--- src/rtl/multimem_pkg.sv ---
`default_nettype none
// ============================================================================
// Module      : multimem_pkg
// Description : Shared widths and FSM state encoding for the multi-requester
//               byte-memory arbiter.
// Revision    : 1.0 - initial release
// ============================================================================
package multimem_pkg;

    localparam int c_addr_w = 8;
    localparam int c_data_w = 8;

    typedef enum logic [1:0] {
        IDLE   = 2'd0,
        ACCESS = 2'd1,
        DONE   = 2'd2
    } mm_state_e;

endpackage : multimem_pkg
`default_nettype wire

--- src/rtl/rr_pick.sv ---
`default_nettype none
// ============================================================================
// Module      : rr_pick
// Description : Combinational round-robin picker. Scans the request vector
//               starting at the priority pointer and returns the first set
//               bit as one-hot, as an index, and an any-valid flag.
// Revision    : 1.0 - initial release
// ============================================================================
module rr_pick #(
    parameter int N_REQ = 4,
    parameter int PW    = (N_REQ > 1) ? $clog2(N_REQ) : 1
) (
    input  logic [N_REQ-1:0] req_i,
    input  logic [PW-1:0]    ptr_i,
    output logic [N_REQ-1:0] grant_o,
    output logic [PW-1:0]    idx_o,
    output logic             valid_o
);

    logic [PW:0]   w_sum;
    logic [PW-1:0] w_pos;
    logic          w_found;

    // Walk ptr, ptr+1, ... (mod N_REQ) and keep the first requester found
    always_comb begin
        grant_o = '0;
        idx_o   = '0;
        w_found = 1'b0;
        w_sum   = '0;
        w_pos   = '0;
        for (int k = 0; k < N_REQ; k++) begin
            w_sum = {1'b0, ptr_i} + (PW+1)'(k);
            if (w_sum >= (PW+1)'(N_REQ)) begin
                w_sum = w_sum - (PW+1)'(N_REQ);
            end
            w_pos = w_sum[PW-1:0];
            if (!w_found && req_i[w_pos]) begin
                w_found        = 1'b1;
                grant_o[w_pos] = 1'b1;
                idx_o          = w_pos;
            end
        end
        valid_o = w_found;
    end

endmodule : rr_pick
`default_nettype wire

--- src/rtl/multimem_arbiter.sv ---
`default_nettype none
// ============================================================================
// Module      : multimem_arbiter
// Description : Round-robin arbiter / access sequencer sharing one single-port
//               byte memory between N_REQ requesters. One access every two
//               cycles: ACCESS drives the memory pins, DONE returns the ack and
//               re-arbitrates. All memory pins come straight from flops.
// Revision    : 1.0 - initial release
// ============================================================================
module multimem_arbiter
    import multimem_pkg::*;
#(
    parameter int N_REQ  = 4,
    parameter int ADDR_W = c_addr_w,
    parameter int DATA_W = c_data_w
) (
    input  logic                      Clk,
    input  logic                      Rst_n,
    input  logic [N_REQ-1:0]          Req,
    input  logic [N_REQ-1:0]          We,
    input  logic [N_REQ*ADDR_W-1:0]   Addr,
    input  logic [N_REQ*DATA_W-1:0]   WData,
    output logic [N_REQ-1:0]          Gnt,
    output logic [N_REQ-1:0]          Ack,
    output logic [DATA_W-1:0]         RData,
    output logic                      Busy,
    output logic [ADDR_W-1:0]         MemAddress,
    output logic [DATA_W-1:0]         MemWriteData,
    output logic                      MemWrite,
    output logic                      MemRead,
    input  logic [DATA_W-1:0]         MemReadData
);

    localparam int               PW    = (N_REQ > 1) ? $clog2(N_REQ) : 1;
    localparam logic [N_REQ-1:0] C_ONE = N_REQ'(1);
    localparam logic [PW-1:0]    C_LAST = PW'(N_REQ - 1);

    mm_state_e          state_q, state_d;
    logic [PW-1:0]      ptr_q, ptr_d;
    logic [PW-1:0]      owner_q, owner_d;
    logic [N_REQ-1:0]   gnt_q, gnt_d;
    logic [N_REQ-1:0]   ack_q, ack_d;
    logic [DATA_W-1:0]  rdata_q, rdata_d;
    logic               busy_q, busy_d;
    logic [ADDR_W-1:0]  maddr_q, maddr_d;
    logic [DATA_W-1:0]  mwdata_q, mwdata_d;
    logic               mwrite_q, mwrite_d;
    logic               mread_q, mread_d;

    logic [N_REQ-1:0]   w_onehot;
    logic [PW-1:0]      w_idx;
    logic               w_valid;

    rr_pick #(
        .N_REQ (N_REQ),
        .PW    (PW)
    ) u_rr_pick (
        .req_i   (Req),
        .ptr_i   (ptr_q),
        .grant_o (w_onehot),
        .idx_o   (w_idx),
        .valid_o (w_valid)
    );

    // Next-state logic: arbitrate in IDLE/DONE, latch winner into memory pins
    always_comb begin
        state_d  = state_q;
        ptr_d    = ptr_q;
        owner_d  = owner_q;
        gnt_d    = '0;
        ack_d    = '0;
        rdata_d  = rdata_q;
        busy_d   = busy_q;
        maddr_d  = maddr_q;
        mwdata_d = mwdata_q;
        mwrite_d = 1'b0;
        mread_d  = 1'b0;
        case (state_q)
            IDLE, DONE: begin
                if (w_valid) begin
                    state_d  = ACCESS;
                    busy_d   = 1'b1;
                    gnt_d    = w_onehot;
                    owner_d  = w_idx;
                    ptr_d    = (w_idx == C_LAST) ? '0 : w_idx + 1'b1;
                    maddr_d  = Addr[w_idx*ADDR_W +: ADDR_W];
                    mwdata_d = WData[w_idx*DATA_W +: DATA_W];
                    mwrite_d = We[w_idx];
                    mread_d  = ~We[w_idx];
                end else begin
                    state_d = IDLE;
                    busy_d  = 1'b0;
                end
            end
            ACCESS: begin
                state_d = DONE;
                busy_d  = 1'b1;
                ack_d   = C_ONE << owner_q;
                // Only reads update RData; write acks leave it untouched
                if (mread_q) begin
                    rdata_d = MemReadData;
                end
            end
            default: begin
                state_d = IDLE;
                busy_d  = 1'b0;
            end
        endcase
    end

    // State and output registers; async reset also kills an in-flight strobe
    always_ff @(posedge Clk or negedge Rst_n) begin
        if (!Rst_n) begin
            state_q  <= IDLE;
            ptr_q    <= '0;
            owner_q  <= '0;
            gnt_q    <= '0;
            ack_q    <= '0;
            rdata_q  <= '0;
            busy_q   <= 1'b0;
            maddr_q  <= '0;
            mwdata_q <= '0;
            mwrite_q <= 1'b0;
            mread_q  <= 1'b0;
        end else begin
            state_q  <= state_d;
            ptr_q    <= ptr_d;
            owner_q  <= owner_d;
            gnt_q    <= gnt_d;
            ack_q    <= ack_d;
            rdata_q  <= rdata_d;
            busy_q   <= busy_d;
            maddr_q  <= maddr_d;
            mwdata_q <= mwdata_d;
            mwrite_q <= mwrite_d;
            mread_q  <= mread_d;
        end
    end

    assign Gnt          = gnt_q;
    assign Ack          = ack_q;
    assign RData        = rdata_q;
    assign Busy         = busy_q;
    assign MemAddress   = maddr_q;
    assign MemWriteData = mwdata_q;
    assign MemWrite     = mwrite_q;
    assign MemRead      = mread_q;

endmodule : multimem_arbiter
`default_nettype wire

--- config.mk ---
export PLATFORM = sky130hd
export DESIGN_NAME = multimem_arbiter
export DESIGN_NICKNAME = d
export VERILOG_FILES = /design/src/rtl/multimem_pkg.sv /design/src/rtl/rr_pick.sv /design/src/rtl/multimem_arbiter.sv
export SDC_FILE = /design/constraint.sdc
export NUM_CORES = 1
export LEC_CHECK = 0
export ABC_AREA = 1
export CAP_MARGIN = 20
export CORE_MARGIN = 8
export CORE_UTILIZATION = 45
export DETAILED_ROUTE_END_ITERATION = 10
export PLACE_DENSITY = 0.9
export SYNTH_ARGS = -nofsm -noshare
export SYNTH_HDL_FRONTEND = slang
export SYNTH_SLANG_ARGS = --single-unit
--- constraint.sdc ---
create_clock -name Clk -period 4.8 [get_ports Clk]
set_input_delay 0.96 -clock Clk [delete_from_list [all_inputs] [get_ports Clk]]
set_output_delay 0.96 -clock Clk [all_outputs]
set_load 0.01 [all_outputs]
==> results.py <==
metrics = {
    "global_route": {
        "grt_antenna_before_repair": 0,
        "grt_overflow": 0,
        "grt_pass1_wl_um": 12800,
        "grt_util_all_layers": 0.170,
        "first_global_vias": 2836,
        "grt_start_max_net_pins": 42,
    },
    "timing": {
        "final-setup-viol-count": 0,
        "period_share": 0.646,
        "fin_tns_setup_ns": 0,
        "fin_crit_ns": 3.10,
        "hold_violations": 0,
        "finClkSkew_ns": 0.00491,
        "final.setup.worst_slack_ns": 1.70,
        "fmax_mhz": 322,
        "worst-slew-pin-transition_ns": 0.879,
        "hold_ws_ns": 0.434,
        "rsz0062_at_grt": "false",
        "slew_viol_final": 0,
        "relSlewSlack": 0.414,
    },
    "clock_network": {
        "worstSkewPairLatency_ns": 0.29,
        "cts_buffers": 5,
        "clk_pin_slew_worst_paths_ns": 0.08,
        "cts_buffer_depth": 2,
        "post_cts_buffers": 0,
        "cts_sinks": 41,
        "h-tree-depth": 2,
        "cts-root-buf": "clkbuf_8",
        "ctsResizeCount": 0,
        "cts_tree": "yes",
        "hold_buffers": 0,
    },
    "logic_synthesis": {
        "ys_types": 27,
        "synth_top_area_frac": 0.357,
        "yosys_warnings": 0,
        "yosys-top-cells-area": "dfrtp_1, nand2_1, nand3_1",
        "yosysSeqAreaShare": 0.357,
        "synthesis.instances": 417,
        "async_reset_ff_frac": 1.00,
        "ys_ff_latch": 41,
        "avgSynthCellArea_um2": 6.89,
        "synth_ff_type": "dfrtp_1",
        "synthesis.area_um2": 2870,
        "synth_edf_count": 0,
        "syn-num-nets": 507,
        "synth_top_area_cell": "dfrtp_1",
    },
    "critical_path": {
        "slowest_stage": "nand2_4",
        "cp.required_ns": 4.98,
        "crit_path_cell_trace": "clkdlybuf4s50_1 > nand2_1 > nand3_1 > nand2_2 > inv_1 > a21oi_1 > nand2_2 > nand2_4 > nand2_1 > nand3_1 > nand2_1 > nand2_1 > nand2_1",
        "crit_path_end_kind": "flop",
        "cp_slowest_stage_delay_ns": 0.50,
        "path_common_cell": "nand2_1",
        "criticalPathCategory": "in -> reg",
        "arrival_ns": 3.28,
        "cp_max_fo": 36,
        "start_kind": "input port",
    },
    "min_path": {
        "holdCritPathClass": "reg -> reg",
    },
    "final_layout": {
        "final_area_um2": 4140,
        "syn_to_final_growth_pct": 44.0,
        "n_antenna_cell": 0,
        "num-nets-final": 615,
        "final_common_cell": "nand2_1",
        "final_cell_mix": "nand2_1, clkdlybuf4s50_1, inv_1, nand3_1, dfrtp_1",
        "drive_above_1_share": 0.0798,
    },
    "pwr": {
        "power_density_nw_per_um2": 731,
        "total_power_w": 0.00302,
        "ir_drop_uv": 337,
        "power.leakage_nw": 2.22,
    },
    "floorplanning": {
        "dieArea_um2": 9190,
        "core.rowCount": 29,
        "pin_count": 117,
        "chipHeight_um": 95.9,
        "start_util": 0.457,
        "core_um2": 6280,
        "die_w_um": 95.9,
    },
    "placement": {
        "port_buffers": 116,
        "place_area_um2": 4020,
        "pre_cts_slack_ns": 1.42,
        "place_congestion": 0.862,
        "dp_hpwl_um": 6170,
    },
    "drt": {
        "totalWireLength_um": 7860,
        "first_pass_iters": 4,
        "routed_via_density": 4.86,
        "vias": 2929,
        "drtIter0Drc": 195,
        "wl_per_cell_um": 13.0,
        "drcViolationCount": 0,
        "ant_nets": 0,
    },
    "outcome": {
        "outcome": "finished clean",
    },
    "flow_run": {
        "drv_cap": 0,
    },
}
==> layout make-up <==
| class | instances | area (um^2) |
|---|---|---|
| clock buffers | 5 | 68.8 |
| clock inverters | 3 | 46.3 |
| fillers | 530 | 2140 |
| inverters | 92 | 352 |
| multi-input cells | 268 | 1380 |
| flip-flops and latches | 41 | 1030 |
| well taps | 77 | 96.3 |
| repair buffers | 117 | 1160 |
==> state kept, by name (all words and copies together), names as in the netlist <==
register and count:
Ack 4, Busy 1, Gnt 4, MemAddress 8, MemRead 1, MemWrite 1, MemWriteData 8, RData 8
owner_q 2, ptr_q 2, state_q 2
==> worst max-delay path: cells and delay by family <==
family | cells | cell delay [ns]
simple gates | 10 | 1.66
buf+inv | 2 | 0.52
compound gates | 1 | 0.14
==> per-layer routing <==
| layer | GRT usage | vias to the layer above | share of wire |
|---|---|---|---|
| met1 | 0.182 | 1335 | 0.38 |
| met2 | 0.314 | 106 | 0.53 |
| met4 | 0.0551 | 0 | 0.016 |
| li1 | - | 1478 | - |
| met3 | 0.0468 | 10 | 0.070 |
| met5 | 0 | - | 0 |
==> metrics by stage <==
| stage | std cells | util |
|---|---|---|
| 2_1_floorplan | 417 | - |
| 3_3_place_gp | 595 | 0.640 |
| 3_5_place_dp | 595 | 0.640 |
| 4_1_cts | 603 | 0.659 |
| 5_1_grt | 603 | 0.659 |
| 6_report | 603 | 0.659 |
==> power breakdown <==
part / switching (W) / internal (W) / total, W / leakage [nW]
Clock: 0.000123 / 0.000156 / 0.000279 / 0.0543
Sequential: 0.0000999 / 0.000517 / 0.000617 / 0.506
Combinational: 0.00131 / 0.000815 / 0.00213 / 1.66
Total: 0.00153 / 0.00149 / 0.00302 / 2.22
==> synthesized netlist by cell type, types with 5 or more instances <==
library cell / instances
buf_6: 5
inv_1: 89
mux2_2: 8
a21oi_1: 9
nand2_4: 6
nand2_2: 6
nand3_1: 68
nand2_1: 130
dfrtp_1: 41
buf_2: 8
nor2_1: 6
o21ai_0: 10
nand3_2: 5
ha_1: 8
==> worst paths after layout <==
path | start | endpoint | slack [ns] | cells past startpoint
hold reg to reg | state_q[1] | state_q[1] | 0.43 | 1
min in group asynchronous | Rst_n | Gnt[3] | 0.79 | 1
setup / recovery | Req[3] | MemAddress[4] | 1.70 | 13
setup reg to reg | ptr_q[0] | MemAddress[4] | 1.73 | 13
max in group asynchronous | Rst_n | ptr_q[0] | 3.47 | 1
hold / removal | state_q[1] | state_q[1] | 0.43 | 1
==> cell families after synthesis <==
logic type	Yosys count	synth area share
mux	8	0.0314
compound gates	21	0.0375
simple gates	231	0.378
flops	41	0.357
buf+inv	108	0.161
fa+ha+maj	8	0.0349
Note: power is estimated with default switching activity, not from simulation.
==> RTL edit 1, RTL diff (config.mk and constraints unchanged) <==
The 3 states of `mm_state_e` get a one-hot encoding in 3 bits.
--- a/src/rtl/multimem_pkg.sv
+++ b/src/rtl/multimem_pkg.sv
@@ -12,6 +12,6 @@
 
-    typedef enum logic [1:0] {
-        IDLE   = 2'd0,
-        ACCESS = 2'd1,
-        DONE   = 2'd2
+    typedef enum logic [2:0] {
+        IDLE   = 3'b001,
+        ACCESS = 3'b010,
+        DONE   = 3'b100
     } mm_state_e;
Function: same outputs for any inputs over 10 cycles, from zero or initial values and one cycle with Rst_n low; not proved beyond that.
==> RTL edit 1 against the original RTL <==
  * Synthesized area up 3.5%
  * Combinational power up 6%
  * Sequential share of layout area down 0.068 points
  * Register-to-register slack worse by 0.36 ns
  * Routed wire length up 6.2%
  * Global-route usage up 0.42 points
  * Power up 7.1%
  * Non-clock buffer count unchanged
  * Fmax down 9.9%
  * Design area up 2.8%
  * Critical path depth down 2
  * Core utilization up 0.72 points
  * Sequential cell count up 1
  * Setup slack worse by 0.34 ns
  * Critical endpoint is now Busy
==> RTL edit 1: results (changes against the original RTL) <==
| Metric | Value |
|---|---|
| Crit path largest cell delay | `0.66 ns (was 0.50 ns)` |
| WHS | `0.4660 ns (was 0.4343 ns)` |
| Register area share after synthesis | `0.3541 (was 0.3573)` |
| Clk pwr share | `0.103 (was 0.092)` |
| Critical R2R Capture | `Busy (was MemAddress[4])` |
| Post-synth top cells | `134 x nand2_1, 92 x inv_1, 41 x dfrtp_1 (was 130 x nand2_1, 89 x inv_1, 68 x nand3_1)` |
| Final nets | `622 (was 615)` |
| Inserted Clock Buffers | `5 (unchanged)` |
| Synth Area in Compound Gates | `0.03789 (was 0.03747)` |
| DRT iter0 DRCs | `171 (was 195)` |
| Non-Filler Instances | `610 (was 603)` |
| Logic power comb | `0.00226 W (was 0.00213 W)` |
| WHS Endpoint | `Ack[2] (was state_q[1])` |
| Top cells by area, synth | `dfrtp_1 35%, nand2_1 17%, inv_1 12%, nand4_1 6.9%, nand3_1 6.7% (was dfrtp_1 36%, nand2_1 17%, nand3_1 12%, inv_1 12%, ha_1 3.5%)` |
| Non-Clock Inverter Count | `96 (was 92)` |
| Clock buf/inv share | `0.03236 (was 0.02784)` |
| Hold Crit Class | `reg -> reg (unchanged)` |
| Hold Crit Start | `owner_q[0] (was state_q[1])` |
| CP max FO | `34 (was 36)` |
| Placed Cells | `602 (was 595)` |
| Post-synth net total | `517 (was 507)` |
| HPWL after detailed placement | `6643 microns (was 6174 microns)` |
| Worst r2r path cells | `11 (was 13)` |
| Multi-input logic area | `0.001435 sq mm (was 0.001383 sq mm)` |
| Status | `finished, final reports clean (unchanged)` |
| Netlist cell types | `33 (was 27)` |
| Filler cells | `559 (was 530)` |
| Max-Slew Margin vs Limit | `0.4084 (was 0.4140)` |
| Pleak | `2.290 nW (was 2.222 nW)` |
| VDD IR max | `396.9 uV (was 336.9 uV)` |
| Gr usage total | `0.1742 (was 0.1700)` |
| Sink Count | `42 (was 41)` |
| Register Area | `0.001052 sq mm (was 0.001026 sq mm)` |
| R2R Setup Slk | `1.37 ns (was 1.73 ns)` |
| WL final | `8345 microns (was 7857 microns)` |
| Slowest CP cell | `nand2_1 (was nand2_4)` |
| DRT Pass-1 Iters | `5 (was 4)` |
| CP arrival | `3.63 ns (was 3.28 ns)` |
| Share of cells above drive strength 1 | `0.07129 (was 0.07985)` |
| Pin count of the biggest net entering global routing | `43 (was 42)` |
| DP Area | `0.004115 sq mm (was 0.004020 sq mm)` |
| Cell Pwr Density | `761.3 mW/mm^2 (was 730.8 mW/mm^2)` |
| Vias | `3044 (was 2929)` |
| Int Power | `0.001590 W (was 0.001488 W)` |
| Final Skew | `0.005136 ns (was 0.004913 ns)` |
| Post-synthesis mux area share | `0.03032 (was 0.03137)` |
| Non-clock buffering overhead | `0.2736 (was 0.2814)` |
| Core area | `0.006386 sq mm (was 0.006277 sq mm)` |
| Multi-input gates | `270 (was 268)` |
| Post-Synth Adder-Cell Area | `0.03368 (was 0.03486)` |
-- RTL edit 1: per-layer routing --
layer / global-route usage / share of wire / up-vias
met5: 0 / 0 / -
met4: 0.03613 / 0.0084 / 0
met3: 0.04481 / 0.073 / 7
met2: 0.3021 / 0.49 / 129
met1: 0.2112 / 0.43 / 1360
li1: - / - / 1548
-- RTL edit 1: worst max path at each step --
stage	startpoint	end	slack [ns]
floorplan	Req[2]	MemAddress[0]	2.61
global placement	Req[3]	owner_q[1]	1.21
detailed placement	Req[2]	Busy	1.08
CTS	Req[2]	Busy	1.39
global route	ptr_q[0]	Busy	1.09
finish	Req[2]	Busy	1.36
-- RTL edit 1: per-stage QoR --
step,total power [W],setup slack [ns]
final,0.003238,1.358
after floorplan,0.002324,2.610
after global routing,0.003566,1.091
after global placement,0.002840,1.211
after CTS,0.003249,1.392
after detailed placement,0.002908,1.084
==> RTL edit 2, RTL diff (config.mk and constraints unchanged) <==
Made on the original files. Set the package constant `c_data_w` to 12 (it was 8).
--- a/src/rtl/multimem_pkg.sv
+++ b/src/rtl/multimem_pkg.sv
@@ -10,3 +10,3 @@
     localparam int c_addr_w = 8;
-    localparam int c_data_w = 8;
+    localparam int c_data_w = 12;
 
Ports: changed (resized MemReadData, MemWriteData, RData and WData); port bits go from 117 to 145. The function was not compared with the original's and may differ.
==> RTL edit 2 against the original RTL <==
  * Register-to-register slack worse by 0.32 ns
  * Routed wire length rose by 33%
  * Synthesized area increased by 16%
  * Worst hold slack better by 0.013 ns
  * Via count increased by 22%
  * Design area grew 18%
  * Setup slack worse by 0.34 ns
  * Die area is 13% higher
  * Power grew 17%
  * Synthesized cell count grew 18%
  * Sequential cell count up 8
  * Critical path type unchanged
  * Largest power group unchanged
==> RTL edit 2: results (changes against the original RTL) <==
| Metric | Value |
|---|---|
| Clock buf/inv share | `0.01798 (was 0.02784)` |
| Vias | `3576 (was 2929)` |
| Final Skew | `0.002493 ns (was 0.004913 ns)` |
| Non-clock buffering overhead | `0.3005 (was 0.2814)` |
| Pleak | `2.608 nW (was 2.222 nW)` |
| Clock buffers | `6 (was 5)` |
| Pin count of the biggest net entering global routing | `50 (was 42)` |
| CP arrival | `3.64 ns (was 3.28 ns)` |
| Multi-input gates | `312 (was 268)` |
| Port Buffer Count | `144 (was 116)` |
| Register area share after synthesis | `0.3683 (was 0.3573)` |
| CP max FO | `44 (was 36)` |
| DR WL met3 | `1008 microns (was 552 microns)` |
| Bufs w/o clock | `146 (was 117)` |
| Max-Slew Margin vs Limit | `0.4412 (was 0.4140)` |
| Post-synth top cells | `157 x nand2_1, 105 x inv_1, 87 x nand3_1 (was 130 x nand2_1, 89 x inv_1, 68 x nand3_1)` |
| DRT Pass-1 Iters | `5 (was 4)` |
| Netlist cell types | `25 (was 27)` |
| Wl on met1 | `3907 microns (was 2979 microns)` |
| Top cells by area, synth | `dfrtp_1 37%, nand2_1 18%, nand3_1 13%, inv_1 12%, mux2_2 4.1% (was dfrtp_1 36%, nand2_1 17%, nand3_1 12%, inv_1 12%, ha_1 3.5%)` |
| HPWL after detailed placement | `8262 microns (was 6174 microns)` |
| Non-Clock Inverter Count | `108 (was 92)` |
| Sink Count | `49 (was 41)` |
| WHS | `0.4469 ns (was 0.4343 ns)` |
| Final nets | `732 (was 615)` |
| R2R Setup Slk | `1.41 ns (was 1.73 ns)` |
| Critical path destination | `MemWriteData[6] (was MemAddress[4])` |
| Seq/total area | `0.2517 (was 0.2481)` |
| Filler cells | `579 (was 530)` |
| Antenna Cells | `0 (unchanged)` |
| Final Wtd Congestion | `0.9283 (was 0.8618)` |
| DRT iter0 DRCs | `207 (was 195)` |
| Gr usage total | `0.2015 (was 0.1700)` |
| Status | `finished, final reports clean (unchanged)` |
| VDD IR max | `356.9 uV (was 336.9 uV)` |
| Crit path largest cell delay | `0.62 ns (was 0.50 ns)` |
| Slowest CP cell | `nand2_4 (unchanged)` |
| DR WL/cell | `14.52 microns (was 13.03 microns)` |
## RTL edit 2: cell types whose count changed after synthesis, sizes merged
cell    before  now
nand3       73   89
clkbuf       2    3
buf         14   19
clkinv       1    0
inv         91  108
nand2      142  166
mux2         8   12
dfrtp       41   49
## RTL edit 2: cell families after synthesis
| logic type | count (synthesis) | share of synthesized area |
|---|---|---|
| adder cells (fa/ha/maj) | 8 | 0.03007 |
| flip-flops | 49 | 0.3683 |
| AO/OA/AOI/OAI | 21 | 0.03232 |
| multiplexers | 12 | 0.04059 |
| AND/OR/NAND/NOR | 271 | 0.3657 |
| buffers and inverters | 130 | 0.1631 |
## RTL edit 2: per-stage QoR
stage	setup WS [ns]	std cells	area (sq um)	util	total power (W)
2_1_floorplan	2.643	491	3329	-	0.002560
3_3_place_gp	1.297	713	4765	0.6604	0.003135
3_5_place_dp	1.140	713	4765	0.6604	0.003278
4_1_cts	1.469	721	4852	0.6726	0.003519
5_1_grt	1.175	722	4872	0.6753	0.003878
6_report	1.354	722	4872	0.6753	0.003534
## RTL edit 2: power by group
| group | total, W | leakage (nW) | internal (W) | switching, W |
|---|---|---|---|---|
| combinational | 0.00255 | 1.97 | 0.000966 | 0.00159 |
| sequential | 0.000745 | 0.602 | 0.000623 | 0.000123 |
| clock | 0.000234 | 0.0374 | 0.000103 | 0.000131 |
## RTL edit 2: per-layer routing
| metal | track usage | up-vias |
|---|---|---|
| li1 | - | 1742 |
| met1 | 0.2143 | 1641 |
| met2 | 0.3638 | 172 |
| met3 | 0.06199 | 21 |
| met4 | 0.07562 | 0 |
| met5 | 0 | - |
## RTL edit 2: critical path: cells and delay by family
kind	cells	cell delay [ns]
compound gates	1	0.15
buf+inv	2	0.57
simple gates	10	1.94
